<file path="src/rtl/sram_axi_slave_if.sv">
// ============================================================================
// sram_axi_slave_if : AXI4 bus bundle between an AXI master and sram_axi_slave
// Rev 1.0
// ============================================================================
`default_nettype none

interface sram_axi_slave_if #(
   parameter int ID_W   = 8,
   parameter int DATA_W = 32
);
   logic [ID_W-1:0]     awid;
   logic [31:0]         awaddr;
   logic [3:0]          awlen;
   logic [2:0]          awsize;
   logic [1:0]          awburst;
   logic                awvalid;
   logic                awready;

   logic [DATA_W-1:0]   wdata;
   logic [DATA_W/8-1:0] wstrb;
   logic                wlast;
   logic                wvalid;
   logic                wready;

   logic [ID_W-1:0]     bid;
   logic [1:0]          bresp;
   logic                bvalid;
   logic                bready;

   logic [ID_W-1:0]     arid;
   logic [31:0]         araddr;
   logic [3:0]          arlen;
   logic [2:0]          arsize;
   logic [1:0]          arburst;
   logic                arvalid;
   logic                arready;

   logic [ID_W-1:0]     rid;
   logic [DATA_W-1:0]   rdata;
   logic [1:0]          rresp;
   logic                rlast;
   logic                rvalid;
   logic                rready;

   modport slave (
      input  awid, awaddr, awlen, awsize, awburst, awvalid,
      output awready,
      input  wdata, wstrb, wlast, wvalid,
      output wready,
      output bid, bresp, bvalid,
      input  bready,
      input  arid, araddr, arlen, arsize, arburst, arvalid,
      output arready,
      output rid, rdata, rresp, rlast, rvalid,
      input  rready
   );

   modport master (
      output awid, awaddr, awlen, awsize, awburst, awvalid,
      input  awready,
      output wdata, wstrb, wlast, wvalid,
      input  wready,
      input  bid, bresp, bvalid,
      output bready,
      output arid, araddr, arlen, arsize, arburst, arvalid,
      input  arready,
      input  rid, rdata, rresp, rlast, rvalid,
      output rready
   );
endinterface

`default_nettype wire

</file>
<file path="src/rtl/sram_axi_slave.sv">
// ============================================================================
// sram_axi_slave : AXI4 INCR-burst slave onto a single-port sync SRAM
// Optional SLVERR checking on non-INCR / non-32-bit bursts: SRAM_AXI_ERR_EN
// Rev 1.0
// ============================================================================
`default_nettype none

module sram_axi_slave #(
   parameter int ID_W    = 8,
   parameter int DATA_W  = 32,
   parameter int SRAM_AW = 14
) (
   input  logic                clk,
   input  logic                rst,
   sram_axi_slave_if.slave     s_axi,
   output logic                o_ceb,
   output logic                o_web,
   output logic [DATA_W-1:0]   o_bweb,
   output logic [SRAM_AW-1:0]  o_a,
   output logic [DATA_W-1:0]   o_di,
   input  logic [DATA_W-1:0]   i_do
);

   typedef enum logic [2:0] {
      S_IDLE   = 3'd0,
      S_R_RD   = 3'd1,
      S_R_DATA = 3'd2,
      S_W_DATA = 3'd3,
      S_W_RESP = 3'd4
   } state_t;

   localparam logic       c_PRIO_READ  = 1'b0;
   localparam logic       c_PRIO_WRITE = 1'b1;
   localparam logic [1:0] c_RESP_OKAY  = 2'b00;
   localparam logic [1:0] c_RESP_SLVERR = 2'b10;

   state_t               r_state;
   logic                 r_prio;
   logic [ID_W-1:0]      r_id;
   logic [3:0]           r_len;
   logic [3:0]           r_cnt;
   logic [SRAM_AW-1:0]   r_addr;

   logic w_aw_grant;
   logic w_ar_grant;
   logic w_w_hs;
   logic w_rlast;
   logic w_err;
   logic w_sram_rd;
   logic w_sram_wr;

   assign w_aw_grant = rst && (r_state == S_IDLE) && s_axi.awvalid &&
                       (!s_axi.arvalid || (r_prio == c_PRIO_WRITE));
   assign w_ar_grant = rst && (r_state == S_IDLE) && s_axi.arvalid && !w_aw_grant;

`ifdef SRAM_AXI_ERR_EN
   logic r_err;
   logic w_err_aw;
   logic w_err_ar;

   assign w_err_aw = (s_axi.awburst != 2'b01) || (s_axi.awsize != 3'b010);
   assign w_err_ar = (s_axi.arburst != 2'b01) || (s_axi.arsize != 3'b010);

   // The flag lives for the whole burst; it is re-evaluated at every grant.
   always_ff @(posedge clk or negedge rst) begin
      if (!rst) begin
         r_err <= 1'b0;
      end else if (w_aw_grant) begin
         r_err <= w_err_aw;
      end else if (w_ar_grant) begin
         r_err <= w_err_ar;
      end
   end

   assign w_err = r_err;
`else
   logic w_unused_cfg;
   assign w_unused_cfg = ^{s_axi.awsize, s_axi.awburst, s_axi.arsize, s_axi.arburst};
   assign w_err        = 1'b0;
`endif

   logic w_unused_addr;
   assign w_unused_addr = ^{s_axi.awaddr[31:SRAM_AW+2], s_axi.awaddr[1:0],
                            s_axi.araddr[31:SRAM_AW+2], s_axi.araddr[1:0]};

   // Bus-side outputs decode the registered state; readies are gated by rst
   assign s_axi.awready = w_aw_grant;
   assign s_axi.arready = w_ar_grant;
   assign s_axi.wready  = rst && (r_state == S_W_DATA);
   assign w_w_hs        = s_axi.wready && s_axi.wvalid;

   assign w_rlast       = (r_cnt == r_len);
   assign s_axi.rvalid  = (r_state == S_R_DATA);
   assign s_axi.rid     = r_id;
   assign s_axi.rdata   = w_err ? '0 : i_do;
   assign s_axi.rresp   = w_err ? c_RESP_SLVERR : c_RESP_OKAY;
   assign s_axi.rlast   = w_rlast;

   assign s_axi.bvalid  = (r_state == S_W_RESP);
   assign s_axi.bid     = r_id;
   assign s_axi.bresp   = w_err ? c_RESP_SLVERR : c_RESP_OKAY;

   // SRAM controls: the write path is combinational on WVALID for 1 beat/cycle
   assign w_sram_rd = (r_state == S_R_RD) && !w_err;
   assign w_sram_wr = w_w_hs && !w_err;
   assign o_ceb     = !(w_sram_rd || w_sram_wr);
   assign o_web     = !w_sram_wr;
   assign o_a       = (w_sram_rd || w_sram_wr) ? r_addr : '0;
   assign o_di      = w_sram_wr ? s_axi.wdata : '0;

   for (genvar i = 0; i < DATA_W / 8; i++) begin : g_bweb
      assign o_bweb[8*i +: 8] = w_sram_wr ? {8{~s_axi.wstrb[i]}} : 8'hFF;
   end

   always_ff @(posedge clk or negedge rst) begin
      if (!rst) begin
         r_state <= S_IDLE;
         r_prio  <= c_PRIO_READ;
         r_id    <= '0;
         r_len   <= '0;
         r_cnt   <= '0;
         r_addr  <= '0;
      end else begin
         case (r_state)
            S_IDLE: begin
               if (w_aw_grant) begin
                  r_id    <= s_axi.awid;
                  r_len   <= s_axi.awlen;
                  r_addr  <= s_axi.awaddr[SRAM_AW+1:2];
                  r_cnt   <= '0;
                  r_state <= S_W_DATA;
               end else if (w_ar_grant) begin
                  r_id    <= s_axi.arid;
                  r_len   <= s_axi.arlen;
                  r_addr  <= s_axi.araddr[SRAM_AW+1:2];
                  r_cnt   <= '0;
                  r_state <= S_R_RD;
               end
            end
            S_R_RD: begin
               r_state <= S_R_DATA;
            end
            S_R_DATA: begin
               if (s_axi.rready) begin
                  if (w_rlast) begin
                     r_prio  <= c_PRIO_WRITE;
                     r_state <= S_IDLE;
                  end else begin
                     r_addr  <= r_addr + 1'b1;
                     r_cnt   <= r_cnt + 4'd1;
                     r_state <= S_R_RD;
                  end
               end
            end
            S_W_DATA: begin
               // WLAST ends the burst regardless of the latched length
               if (s_axi.wvalid) begin
                  r_addr <= r_addr + 1'b1;
                  if (s_axi.wlast) begin
                     r_state <= S_W_RESP;
                  end
               end
            end
            S_W_RESP: begin
               if (s_axi.bready) begin
                  r_prio  <= c_PRIO_READ;
                  r_state <= S_IDLE;
               end
            end
            default: begin
               r_state <= S_IDLE;
            end
         endcase
      end
   end

endmodule

`default_nettype wire

</file>
<file path="src/flat_wrapper.sv">
// flat-port wrapper written by rule: the top's interface ports become plain ports
module sram_axi_slave_flat 
#(
   parameter int ID_W    = 8,
   parameter int DATA_W  = 32,
   parameter int SRAM_AW = 14
)
  (clk, rst, o_ceb, o_web, o_bweb, o_a, o_di, i_do, s_axi_awid, s_axi_awaddr, s_axi_awlen, s_axi_awsize, s_axi_awburst, s_axi_awvalid, s_axi_awready, s_axi_wdata, s_axi_wstrb, s_axi_wlast, s_axi_wvalid, s_axi_wready, s_axi_bid, s_axi_bresp, s_axi_bvalid, s_axi_bready, s_axi_arid, s_axi_araddr, s_axi_arlen, s_axi_arsize, s_axi_arburst, s_axi_arvalid, s_axi_arready, s_axi_rid, s_axi_rdata, s_axi_rresp, s_axi_rlast, s_axi_rvalid, s_axi_rready);
  sram_axi_slave_if #(.ID_W(ID_W), .DATA_W(DATA_W)) s_axi_i ();
  input  logic clk;
  input  logic rst;
  output logic o_ceb;
  output logic o_web;
  output logic [DATA_W-1:0] o_bweb;
  output logic [SRAM_AW-1:0] o_a;
  output logic [DATA_W-1:0] o_di;
  input  logic [DATA_W-1:0] i_do;
  input wire logic [$bits(s_axi_i.awid)-1:0] s_axi_awid;
  input wire logic [$bits(s_axi_i.awaddr)-1:0] s_axi_awaddr;
  input wire logic [$bits(s_axi_i.awlen)-1:0] s_axi_awlen;
  input wire logic [$bits(s_axi_i.awsize)-1:0] s_axi_awsize;
  input wire logic [$bits(s_axi_i.awburst)-1:0] s_axi_awburst;
  input wire logic [$bits(s_axi_i.awvalid)-1:0] s_axi_awvalid;
  output wire logic [$bits(s_axi_i.awready)-1:0] s_axi_awready;
  input wire logic [$bits(s_axi_i.wdata)-1:0] s_axi_wdata;
  input wire logic [$bits(s_axi_i.wstrb)-1:0] s_axi_wstrb;
  input wire logic [$bits(s_axi_i.wlast)-1:0] s_axi_wlast;
  input wire logic [$bits(s_axi_i.wvalid)-1:0] s_axi_wvalid;
  output wire logic [$bits(s_axi_i.wready)-1:0] s_axi_wready;
  output wire logic [$bits(s_axi_i.bid)-1:0] s_axi_bid;
  output wire logic [$bits(s_axi_i.bresp)-1:0] s_axi_bresp;
  output wire logic [$bits(s_axi_i.bvalid)-1:0] s_axi_bvalid;
  input wire logic [$bits(s_axi_i.bready)-1:0] s_axi_bready;
  input wire logic [$bits(s_axi_i.arid)-1:0] s_axi_arid;
  input wire logic [$bits(s_axi_i.araddr)-1:0] s_axi_araddr;
  input wire logic [$bits(s_axi_i.arlen)-1:0] s_axi_arlen;
  input wire logic [$bits(s_axi_i.arsize)-1:0] s_axi_arsize;
  input wire logic [$bits(s_axi_i.arburst)-1:0] s_axi_arburst;
  input wire logic [$bits(s_axi_i.arvalid)-1:0] s_axi_arvalid;
  output wire logic [$bits(s_axi_i.arready)-1:0] s_axi_arready;
  output wire logic [$bits(s_axi_i.rid)-1:0] s_axi_rid;
  output wire logic [$bits(s_axi_i.rdata)-1:0] s_axi_rdata;
  output wire logic [$bits(s_axi_i.rresp)-1:0] s_axi_rresp;
  output wire logic [$bits(s_axi_i.rlast)-1:0] s_axi_rlast;
  output wire logic [$bits(s_axi_i.rvalid)-1:0] s_axi_rvalid;
  input wire logic [$bits(s_axi_i.rready)-1:0] s_axi_rready;
  assign s_axi_i.awid = s_axi_awid;
  assign s_axi_i.awaddr = s_axi_awaddr;
  assign s_axi_i.awlen = s_axi_awlen;
  assign s_axi_i.awsize = s_axi_awsize;
  assign s_axi_i.awburst = s_axi_awburst;
  assign s_axi_i.awvalid = s_axi_awvalid;
  assign s_axi_awready = s_axi_i.awready;
  assign s_axi_i.wdata = s_axi_wdata;
  assign s_axi_i.wstrb = s_axi_wstrb;
  assign s_axi_i.wlast = s_axi_wlast;
  assign s_axi_i.wvalid = s_axi_wvalid;
  assign s_axi_wready = s_axi_i.wready;
  assign s_axi_bid = s_axi_i.bid;
  assign s_axi_bresp = s_axi_i.bresp;
  assign s_axi_bvalid = s_axi_i.bvalid;
  assign s_axi_i.bready = s_axi_bready;
  assign s_axi_i.arid = s_axi_arid;
  assign s_axi_i.araddr = s_axi_araddr;
  assign s_axi_i.arlen = s_axi_arlen;
  assign s_axi_i.arsize = s_axi_arsize;
  assign s_axi_i.arburst = s_axi_arburst;
  assign s_axi_i.arvalid = s_axi_arvalid;
  assign s_axi_arready = s_axi_i.arready;
  assign s_axi_rid = s_axi_i.rid;
  assign s_axi_rdata = s_axi_i.rdata;
  assign s_axi_rresp = s_axi_i.rresp;
  assign s_axi_rlast = s_axi_i.rlast;
  assign s_axi_rvalid = s_axi_i.rvalid;
  assign s_axi_i.rready = s_axi_rready;
  sram_axi_slave #(.ID_W(ID_W), .DATA_W(DATA_W), .SRAM_AW(SRAM_AW)) u_core (.clk(clk), .rst(rst), .s_axi(s_axi_i), .o_ceb(o_ceb), .o_web(o_web), .o_bweb(o_bweb), .o_a(o_a), .o_di(o_di), .i_do(i_do));
endmodule
</file>
<file path="config.mk">
export PLATFORM = sky130hd
export DESIGN_NAME = sram_axi_slave_flat
export DESIGN_NICKNAME = d
export VERILOG_FILES = /design/src/rtl/sram_axi_slave_if.sv /design/src/rtl/sram_axi_slave.sv /design/src/flat_wrapper.sv
export SDC_FILE = /design/constraint.sdc
export NUM_CORES = 1
export LEC_CHECK = 0
export BUFFER_PORTS_ARGS = -buffer_cell sky130_fd_sc_hd__buf_2
export CORE_AREA = 2 2 120 122
export DETAILED_ROUTE_END_ITERATION = 6
export DIE_AREA = 0 0 122 124
export PLACE_DENSITY = 0.54
export SLEW_MARGIN = 25
export SYNTH_ARGS = -nofsm -noshare
export SYNTH_HDL_FRONTEND = slang
export SYNTH_SLANG_ARGS = --single-unit
</file>
<file path="constraint.sdc">
create_clock -name clk -period 5.66 [get_ports clk]
set_clock_uncertainty 0.2 [all_clocks]
set_input_delay 0.849 -clock clk [delete_from_list [all_inputs] [get_ports clk]]
set_output_delay 0.849 -clock clk [all_outputs]
set_load 0.005 [all_outputs]
</file>
* Yosys cells after proc, flatten, opt, wreduce, memory -nomap -nowiden
Cells that the tools add are included.
W data, S select, Z words.
** Operators by class
- Equality and inequality tests :: 12
- Reduce and logical (&&, ||, !) cells :: 23
- Mux-type cells :: 33
- Add/subtract/negate cells :: 2
- Bitwise logic cells :: 4
** Operator list (count)
- $mux W14 :: 6
- $mux W8 :: 6
- $pmux W14 S3 :: 1
- $mux W32 :: 1
- $mux W4 :: 6
- $mux W3 :: 6
- $pmux W3 S5 :: 1
- $add A14 B1 Y14 const B :: 1
- $reduce_and A5 Y1 :: 2
- $ne A2 B2 Y1 const B :: 4
- $pmux W4 S2 :: 1
- $reduce_and A4 Y1 :: 2
- $logic_and A1 B1 Y1 :: 7
- $eq A3 B2 Y1 const B :: 2
- $reduce_bool A2 Y1 :: 3
- $add A4 B1 Y4 const B :: 1
- $eq A4 B4 Y1 :: 1
- $logic_not A1 Y1 :: 4
- $mux W1 :: 4
- $ne A2 B1 Y1 const B :: 2
- $not A1 Y1 :: 4
- $eq A3 B1 Y1 const B :: 1
- $eq A3 B3 Y1 const B :: 1
- $logic_not A3 Y1 :: 1
- other kinds (5) :: 6
** Word-level totals
- Logic and storage cells :: 80
- Bits of input ports :: 174
- Output and inout bits :: 138
- Register bits :: 34

* Logic depth before layout (Yosys ltp)
Gate-level depths: netlist of run 1.
- Depth after elaboration :: 9
- Gate-level depth with buffers :: 8
- Depth with buffers taken out :: 6

* Least setup slack after synthesis of run 1
No wires, ideal clock.
- Path type :: input port to output port
- Start :: input port s_axi_wvalid
- End :: output port o_a[11]
- Cell stages on the path :: 7
- Setup slack :: 2828 ps
- Data required time :: 4611 ps
- Arrival time :: 1783 ps
- Path buffers :: 3
- Cell sequence :: and3_1 buf_2 and2_1 buf_2 a21oi_4 buf_6 nor2b_1
** Between the ends
- Word-level cells in the longest chain between the ends :: 3
** RTL lines
- from (decl) :: line flat_wrapper.sv:28 : input wire logic [$bits(s_axi_i.wvalid)-1:0] s_axi_wvalid;
- $logic_and A1 B1 Y1 :: line sram_axi_slave.sv:90 : assign w_w_hs = s_axi.wready && s_axi.wvalid;
- $logic_or A1 B1 Y1 :: line sram_axi_slave.sv:108 : assign o_a = (w_sram_rd || w_sram_wr) ? r_addr : '0;
- $mux W14 :: line sram_axi_slave.sv:108
- to (decl) :: line flat_wrapper.sv:15 : output logic [SRAM_AW-1:0] o_a;
No other way between the ends.

* Worst setup path after layout of run 1
- Start :: input port rst
- End :: output port s_axi_awready
** Between the ends
- Word-level cells in the longest chain between the ends :: 3
** RTL lines
- from (decl) :: line flat_wrapper.sv:11 : input logic rst;
- $logic_and A1 B1 Y1 (3 in series) :: line sram_axi_slave.sv:52 : assign w_aw_grant = rst && (r_state == S_IDLE) && s_axi.awvalid &&
- to (decl) :: line flat_wrapper.sv:24 : output wire logic [$bits(s_axi_i.awready)-1:0] s_axi_awready;
No other way between the ends.

==> results of run 1 <==
==> metal layers <==
| metal | global-route usage, % | vias up |
|---|---|---|
| met2 | 23.5 | 161 |
| met5 | 0 | - |
| met1 | 13.9 | 1529 |
| met3 | 2.38 | 20 |
| li1 | - | 1574 |
| met4 | 4.74 | 2 |
==> power by group <==
part	switching (mW)	internal [mW]
clock network	0.112	0.253
logic	0.461	0.389
registers	0.156	0.362
total	0.729	1.00
==> cells in the final DEF (no fill, tap or decap), types with 12 or more instances in the layout <==
master,instances
nor3_1,12
dfrtp_1,34
nor2b_1,13
buf_2,197
a31oi_1,15
nor2_1,32
and3_1,43
a21oi_1,14
nand2_1,53
nand3_1,12
==> cell usage after synthesis, drive strengths merged (2+ instances only) <==
cell	number	share of area, %
buf	81	20
o22a	6	1.7
ha	2	0.81
nand3b	2	0.49
nand2	53	6.4
o211a	2	0.65
a22oi	4	0.97
o311ai	2	0.57
a211oi	6	1.5
a31oi	15	3.0
nor2b	14	3.1
o22ai	2	0.40
and2	2	0.40
or2	2	0.40
xnor2	4	1.1
inv	6	0.73
nand3	13	2.3
a21oi	15	2.8
a211o	3	0.85
nand2b	3	0.61
and3	43	8.7
clkbuf	15	1.9
o211ai	3	0.89
nor3	13	2.3
dfrtp	34	27
o21ai	8	1.4
nor2	32	3.9
nand4	5	1.0
==> worst register-to-register path, stage by stage (launching register included) <==
cell and delay [ps]:
dfrtp_1 690, inv_1 340, o211ai_2 670, and2_1 520
o211a_1 230
==> how the worst max path moves through the flow <==
| stage | slack [ps] | from | end | depth (start not counted) |
|---|---|---|---|---|
| floorplan | 2830 | s_axi_wvalid | o_a[11] | 7 |
| global placement | 1910 | rst | s_axi_awready | 6 |
| detailed placement | 1900 | rst | s_axi_awready | 6 |
| CTS | 1890 | rst | s_axi_awready | 6 |
| global route | 1750 | rst | s_axi_awready | 6 |
| finish | 1950 | rst | s_axi_awready | 6 |
==> cells by family after synthesis <==
kind of cell	count (synthesis)	share of synthesized area, %
other	1	0.121
XOR/XNOR	4	1.13
buffers and inverters	103	22.3
AO/OA/AOI/OAI	73	16.8
adder cells (fa/ha/maj)	2	0.809
flip-flops	34	27.5
multiplexers	2	0.687
AND/OR/NAND/NOR	186	30.7
==> state kept, by name, summed over array words and instances (netlist names) <==
| register | flops |
|---|---|
| u_core.r_len | 4 |
| u_core.r_addr | 14 |
| u_core.r_cnt | 4 |
| u_core.r_prio | 1 |
| u_core.r_state | 3 |
| u_core.s_axi.bid | 8 |
==> layout make-up <==
cell class              count  area [µm²]
well taps                 180         225
inverters                   7        27.5
clock buffers               5         125
clock inverters             3        68.8
flip-flops and latches     34         851
multi-input cells         271        1570
repair buffers            202        1020
fillers                  1509        9830
==> flow_summary.yaml, run 1 <==
detailed_routing:
  top_layer_used: "met5"
  wl_met3_um: 773
  dr.pass1.iters: 6
  drtAntennaViolNets: 0
  drc: 0
  drt_iter0_drc: 130
  routedWlPerCell_um: 14.9
  wl_met2_um: 5360
  routed_wl_um: 10500
  drt-met1-wl_um: 4090
  routed-via-count: 3286
  viasPerCell: 4.68
final_layout:
  syn2layout_area_growth_pct: 25.6
  nets: 697
  fin_util_pct: 28.3
  final_cell_count_no_fill: 702
  diodes: 0
  postLayoutCellArea_mm2: 0.00389
  drive_gt1_share_pct: 42.3
die:
  fp.dieH_um: 124
  core_area_mm2: 0.0137
  fp.dieArea_mm2: 0.0151
  start_util_pct: 22.6
  rows: 43
  die_w_um: 122
  io_pins: 312
worst_hold_path:
  min_path_type: "reg -> reg"
  min_delay_path_depth: 2
  min-delay-start: "u_core.s_axi.bid[7]$_DFFE_PN0P_"
  min_to: "u_core.s_axi.bid[7]$_DFFE_PN0P_"
place:
  hpwl_um: 8180
  dp_cells: 694
  io_buffers: 197
  dp_slack_ps: 1900
  placed_area_mm2: 0.00369
  gp_congestion: 0.820
critical_path:
  reg2reg_slack_ps: 2950
  cpMaxStageDelayCell: "buf_2"
  end_kind: "output port"
  r2r-end: "u_core.r_addr[9]$_DFFE_PN0P_"
  cp.arrival_ps: 2660
  crit_top_cell: "buf_2"
  critical_path_class: "in -> out"
  r2r-start: "u_core.r_state[1]$_DFFE_PN0P_"
  cpPeakStageDelay_ps: 500
  path_buf_inv: 4
  startpoint_type: "input pin"
  crit_chain: "buf_2, nor4b_2, nand3_2, buf_4, clkinv_2, buf_2"
  critical_path_required_ps: 4610
  reg2reg_depth: 4
  critPathTopFamily: "buffers and inverters"
  path_max_fanout: 30
global_route:
  grt_util_all_layers_pct: 12.5
  antenna_found_initial: 1
  grt_start_max_net_pins: 42
  grt_pass1_vias: 2920
  grt_pass1_wl_um: 14700
  grt-ovfl-total: 0
clock_network:
  cts_buffers: 5
  tritoncts: "yes"
  clk_latency_ps: 280
  cts_sinks: 34
  cts_buffer_depth: 2
  cts.clk_slew.worst_paths_ps: 60
  cts_root_buf: "clkbuf_16"
  post_cts_buffers: 0
  cts_resized: 0
  ctsHtreeMaxLevel: 2
  cts_hold_buf: 0
timing:
  setup_viol: 0
  fin_ws_ps: 1950
  maxSlewViolCount: 0
  hold_violations: 0
  fin_crit_ps: 3710
  rsz0062_at_grt: "no"
  fmax_mhz: 270
  worst_pin_slew_ps: 876
  fin_worst_hold_slack_ps: 368
  slew_headroom_pct: 41.6
  fin_crit_sh_pct: 65.5
  tns_ps: 0
run_status:
  status: "complete, no violations"
run:
  cap_violations: 0
yosys:
  synth_area_per_cell_um2: 7.64
  ys.flop_type: "dfrtp_1"
  ys_seq_area_share_pct: 27.5
  synth-seq-cells: 34
  async_reset_ff_share_pct: 100
  synth_cells: 405
  synth_cell_types: 54
  syn_area_mm2: 0.00309
  synth-edff-count: 0
  yosys_warnings: 0
power_and_ir_drop:
  p_leak_nw: 2.06
  finalPower_mw: 1.73
  p_per_area_mw_per_mm2: 446
  peakVddDrop_uv: 125
Note: power is estimated with default switching activity, not from simulation.
==> run 2: changes to the inputs <==
Settings changed: ABC_AREA set to 1, PLACE_DENSITY 0.54 to 0.57.
Clock period 5.66 ns to 3.35 ns, I/O delays scaled along.
==> run 2 against run 1 <==
  * Total power rose by 79%
  * Worst hold slack got worse by 85 ps
  * Non-clock buffer count grew 1
  * Core utilization rose by 1.4 points
  * Worst setup slack lost 1700 ps
  * First-iteration DRC count rose by 21%
  * Via count increased by 5.4%
  * Sequential share of layout area shrank 1.0 points
  * Highest routed layer is now met4
  * Wire length decreased by 6.3%
  * Sequential cell count is the same
  * Global-route usage shrank 0.058 points
==> flow_summary.yaml, run 2 <==
run_status:
  status: "complete, no violations"
yosys:
  ys_top_cells_by_area: "dfrtp_1, nand2_1, buf_4"
  synth_top_cell_area_share_pct: 26.1
  async_reset_ff_share_pct: 100
  ys_seq_area_share_pct: 26.1
  synth-edff-count: 0
  synth-seq-cells: 34
  synth_cell_types: 32
  ys.flop_type: "dfrtp_1"
  yosysTopAreaCell: "dfrtp_1"
  synth_cells: 524
  synth_area_per_cell_um2: 6.22
  yosys_warnings: 0
  syn_area_mm2: 0.00326
  synth_commonest_cells: "nand2_1, nor2_1, buf_4"
  synth_most_common_cell: "nand2_1"
die:
  start_util_pct: 23.8
  rows: 43
  die_w_um: 122
  io_pins: 312
  fp.dieH_um: 124
  fp.dieArea_mm2: 0.0151
  core_area_mm2: 0.0137
final_layout:
  syn2layout_area_growth_pct: 25.1
  fillers: 1574
  layout_commonest_cell: "buf_2"
  final_cell_count_no_fill: 829
  largest_reg_flops: 14
  multi_input_area_mm2: 0.00154
  ff_latch_area_um2: 851
  nets: 825
  postLayoutCellArea_mm2: 0.00408
  top_register: "u_core.r_addr"
  diodes: 0
  final_cell_mix: "buf_2, nand2_1, nor2_1, inv_1, dfrtp_1"
  drive_gt1_share_pct: 35.1
place:
  hpwl_um: 7780
  gp_congestion: 0.796
  dp_cells: 821
  io_buffers: 197
  placed_area_mm2: 0.00390
power_and_ir_drop:
  p_per_area_mw_per_mm2: 761
  peakVddDrop_uv: 267
  p_leak_nw: 2.45
clock_network:
  cts_sinks: 34
  tritoncts: "yes"
  ctsHtreeMaxLevel: 2
  post_cts_buffers: 0
  clk_latency_ps: 270
  cts.clk_slew.worst_paths_ps: 50
  cts_root_buf: "clkbuf_16"
  cts_buffer_depth: 2
  cts_buffers: 5
detailed_routing:
  drt_iter0_drc: 157
  drtAntennaViolNets: 0
  dr.pass1.iters: 4
  viasPerCell: 4.18
  routed_wl_um: 9800
  drc: 0
  routed-via-count: 3463
  routedWlPerCell_um: 11.8
critical_path:
  path_max_fanout: 12
  crit_start: "rst"
  end_kind: "output port"
  cpMaxStageDelayCell: "dlygate4sd3_1"
  startpoint_type: "input pin"
  reg2reg_slack_ps: 920
  critical_path_required_ps: 2650
  crit_chain: "dlygate4sd3_1, buf_2, inv_1, nor2_2, nand2_1, inv_2, nor2_2, buf_4, nor2_1, buf_2"
  cp.arrival_ps: 2400
  r2r-end: "u_core.r_addr[9]$_DFFE_PN0P_"
  cp-endpoint: "o_a[8]"
  reg2reg_depth: 9
  r2r-start: "u_core.r_state[0]$_DFFE_PN0P_"
  critical_path_class: "in -> out"
  cpPeakStageDelay_ps: 530
global_route:
  grt_util_all_layers_pct: 12.4
  antenna_found_initial: 1
  grt_pass1_wl_um: 14700
  grt_start_max_net_pins: 34
  grt_pass1_vias: 3015
  grt-ovfl-total: 0
worst_hold_path:
  min_path_type: "in -> reg"
  min_delay_path_depth: 3
timing:
  rsz0062_at_grt: "no"
  setup_viol: 0
  fmax_mhz: 322
  slew_headroom_pct: 51.7
  tns_ps: 0
  fin_crit_ps: 3110
  fin_crit_sh_pct: 92.7
  maxSlewViolCount: 0
  hold_violations: 0
  worst_pin_slew_ps: 722
run:
  cap_violations: 0
run 2: changes by cell type after synthesis, sizes merged, moves of 12 or more:
cell / previous run / this run
nor2b: 14 / 0
nand3: 13 / 25
clkbuf: 15 / 3
o21bai: 0 / 14
nand2: 53 / 152
inv: 6 / 68
a21oi: 15 / 1
and3: 43 / 0
nor2: 32 / 90
run 2: cell families after synthesis:
family / synth area share, %
other: 0.115
buffers and inverters: 26.9
AOI/OAI and AO/OA: 8.91
DFF: 26.1
adders and majority gates: 0.768
and+or+nand+nor: 35.5
xor gates and xnor gates: 1.61
run 2: timing repair:
item	4_1_cts	5_1_grt
gates resized for setup	0	0
hold endpoints to repair	1	0
hold buffers	1	0
setup endpoints to repair	0	0
run 2: how the worst min path moves through the flow:
stage,slack [ps],endpoint,from
6_report,280,u_core.s_axi.bid[6]$_DFFE_PN0P_,s_axi_arid[6]
5_1_grt,290,u_core.r_len[3]$_DFFE_PN0P_,s_axi_awlen[3]
4_1_cts,280,u_core.s_axi.bid[6]$_DFFE_PN0P_,s_axi_arid[6]
3_5_place_dp,140,u_core.r_len[0]$_DFFE_PN0P_,rst
3_3_place_gp,150,u_core.r_len[0]$_DFFE_PN0P_,rst
2_1_floorplan,7,u_core.r_addr[0]$_DFFE_PN0P_,rst
run 2: per-layer routing:
layer / GRT usage [%] / vias up / part of all wire [%]
met3: 2.52 / 16 / 7.9
met4: 4.67 / 0 / 2.3
met2: 23.3 / 165 / 49
met1: 13.8 / 1514 / 41
li1: - / 1768 / -
met5: 0 / - / 0
run 2: power breakdown:
part / internal, mW / switching (mW)
sequential: 0.609 / 0.177
clock: 0.367 / 0.166
combinational: 0.651 / 1.13
total: 1.63 / 1.48
run 2: layout make-up:
cell class | instances | area share (%)
Multi-Input combinational cell | 337 | 37.9
Sequential cell | 34 | 20.9
Timing Repair Buffer | 203 | 25.3
Inverter | 68 | 6.26
Clock buffer | 6 | 3.41
Tap cell | 180 | 5.52
Clock inverter | 1 | 0.736
run 2: critical path: cells and delay by family:
| kind | cells | cell delay [ps] |
|---|---|---|
| buf+inv | 6 | 1240 |
| simple gates | 4 | 640 |
run 2: through the flow:
step / power [mW] / worst slack [ps] / hold WS [ps] / utilization (%)
after CTS: 3.16 / 174 / 275 / 29.7
after global routing: 3.46 / 87.5 / 292 / 29.7
final: 3.10 / 244 / 283 / 29.7
after detailed placement: 2.61 / 741 / 142 / 28.4
after global placement: 2.60 / 741 / 145 / 28.4
after floorplan: 2.13 / 1340 / 6.91 / -
==> run 3: changes to the inputs <==
==> constraint.sdc (replaced) <==
create_clock -name clk -period 3.35 [get_ports clk]
set_clock_uncertainty 0.2 [all_clocks]
set_input_delay 0.5025 -clock clk [delete_from_list [all_inputs] [get_ports clk]]
set_output_delay 0.5025 -clock clk [all_outputs]
set_load 0.02 [all_outputs]
==> run 3 against run 2 <==
  * Design area unchanged
  * Worst hold slack hardly changed
  * Global-route usage decreased by 0.056 points
  * First-iteration DRC count decreased by 4.5%
==> flow_summary.yaml, run 3 (same netlist as run 2, synthesis figures left out) <==
timing:
  tns_ps: 0
  maxSlewViolCount: 0
  fin_crit_ps: 2940
  hold_violations: 0
  setup_viol: 0
  worst_pin_slew_ps: 724
  rsz0062_at_grt: "no"
  fin_crit_sh_pct: 87.7
  slew_headroom_pct: 51.6
  fmax_mhz: 341
detailed_routing:
  dr.pass1.iters: 4
  viasPerCell: 4.17
  drc: 0
  drtAntennaViolNets: 0
  drt_iter0_drc: 150
  routed_wl_um: 9790
  routedWlPerCell_um: 11.8
  routed-via-count: 3461
place:
  io_buffers: 197
  dp_cells: 821
  gp_congestion: 0.783
  hpwl_um: 7770
global_route:
  grt_util_all_layers_pct: 12.4
  grt_pass1_vias: 2993
  grt_pass1_wl_um: 14700
  antenna_found_initial: 1
  grt-ovfl-total: 0
  grt_start_max_net_pins: 34
die:
  fp.dieH_um: 124
  die_w_um: 122
  fp.dieArea_mm2: 0.0151
  start_util_pct: 23.8
  core_area_mm2: 0.0137
  rows: 43
  io_pins: 312
final_layout:
  layout_commonest_cell: "buf_2"
  final_cell_count_no_fill: 829
  syn2layout_area_growth_pct: 25.1
  drive_gt1_share_pct: 35.1
  final_cell_mix: "buf_2, nand2_1, nor2_1, inv_1, dfrtp_1"
  nets: 825
  top_register: "u_core.r_addr"
  largest_reg_flops: 14
  diodes: 0
critical_path:
  cp-endpoint: "o_a[0]"
  startpoint_type: "input pin"
  crit_start: "rst"
  path_max_fanout: 15
  reg2reg_slack_ps: 920
  critical_path_required_ps: 2650
  r2r-start: "u_core.r_state[0]$_DFFE_PN0P_"
  cp.arrival_ps: 2230
  reg2reg_depth: 9
  critical_path_class: "in -> out"
  end_kind: "output port"
  r2r-end: "u_core.r_addr[6]$_DFFE_PN0P_"
worst_hold_path:
  min_path_type: "in -> reg"
  min-delay-start: "s_axi_arid[7]"
clock_network:
  cts.clk_slew.worst_paths_ps: 50
  cts_root_buf: "clkbuf_16"
  cts_buffers: 5
  ctsHtreeMaxLevel: 2
  clk_latency_ps: 270
  cts_sinks: 34
  cts_buffer_depth: 2
  tritoncts: "yes"
run_status:
  status: "complete, no violations"
power_and_ir_drop:
  p_per_area_mw_per_mm2: 828
  comb_power_share_pct: 61.1
  p_switching_mw: 1.75
  seq_power_share_pct: 23.2
  finalPower_mw: 3.38
  peakVddDrop_uv: 322
  power.internal_mw: 1.63
  pwr-share-clk_pct: 15.8
  p_leak_nw: 2.45
  swShare_pct: 51.7
run:
  cap_violations: 0
==> run 3: what timing repair did <==
item                      4_1_cts  5_1_grt
buffers inserted                0        0
resized for setup               0        0
hold endpoints to repair        1        0
hold buffers                    1        0
==> run 3: power by group through the flow <==
stage	logic, mW	clock network, mW	registers, mW
floorplan	1.62	0	0.810
global placement	2.09	0	0.790
detailed placement	2.10	0	0.790
CTS	2.10	0.551	0.786
global route	2.34	0.566	0.818
finish	2.06	0.533	0.783
==> run 3: worst max-delay path, stage by stage <==
cell and delay (ps):
dlygate4sd3_1 520, buf_2 180, inv_1 100, nor2_2 120, nand2_1 80, inv_2 110, nor2_2 50, buf_4 190
nor2_1 150, buf_2 200
==> run 3: worst min-delay path by stage <==
stage,to,slack [ps],cells after the start
finish,u_core.s_axi.bid[7]$_DFFE_PN0P_,280,3
global route,u_core.s_axi.bid[6]$_DFFE_PN0P_,290,3
CTS,u_core.s_axi.bid[7]$_DFFE_PN0P_,280,3
detailed placement,u_core.r_len[0]$_DFFE_PN0P_,140,1
global placement,u_core.r_len[0]$_DFFE_PN0P_,140,1
floorplan,u_core.r_addr[0]$_DFFE_PN0P_,7,0
==> run 3: layer usage <==
layer | vias up | share of wire (%) | track usage (%)
li1 | 1765 | - | -
met1 | 1515 | 41 | 14.0
met2 | 163 | 49 | 23.1
met3 | 18 | 7.4 | 2.56
met4 | 0 | 2.4 | 4.31
met5 | - | 0 | 0
==> run 3: layout make-up <==
class | count | area (µm²)
flip-flops and latches | 34 | 851
clock inverters | 1 | 30.0
inverters | 68 | 255
clock buffers | 6 | 139
repair buffers | 203 | 1030
multi-input cells | 337 | 1540
fillers | 1595 | 9640
well taps | 180 | 225
==> run 3: stage by stage <==
stage / utilization (%) / hold WS, ps / setup WS (ps) / instance area [µm²]
floorplan: - / 6.91 / 945 / 3270
global placement: 28.4 / 145 / 879 / 3900
detailed placement: 28.4 / 144 / 890 / 3900
CTS: 29.7 / 278 / 337 / 4080
global route: 29.7 / 288 / 265 / 4080
finish: 29.7 / 283 / 414 / 4080
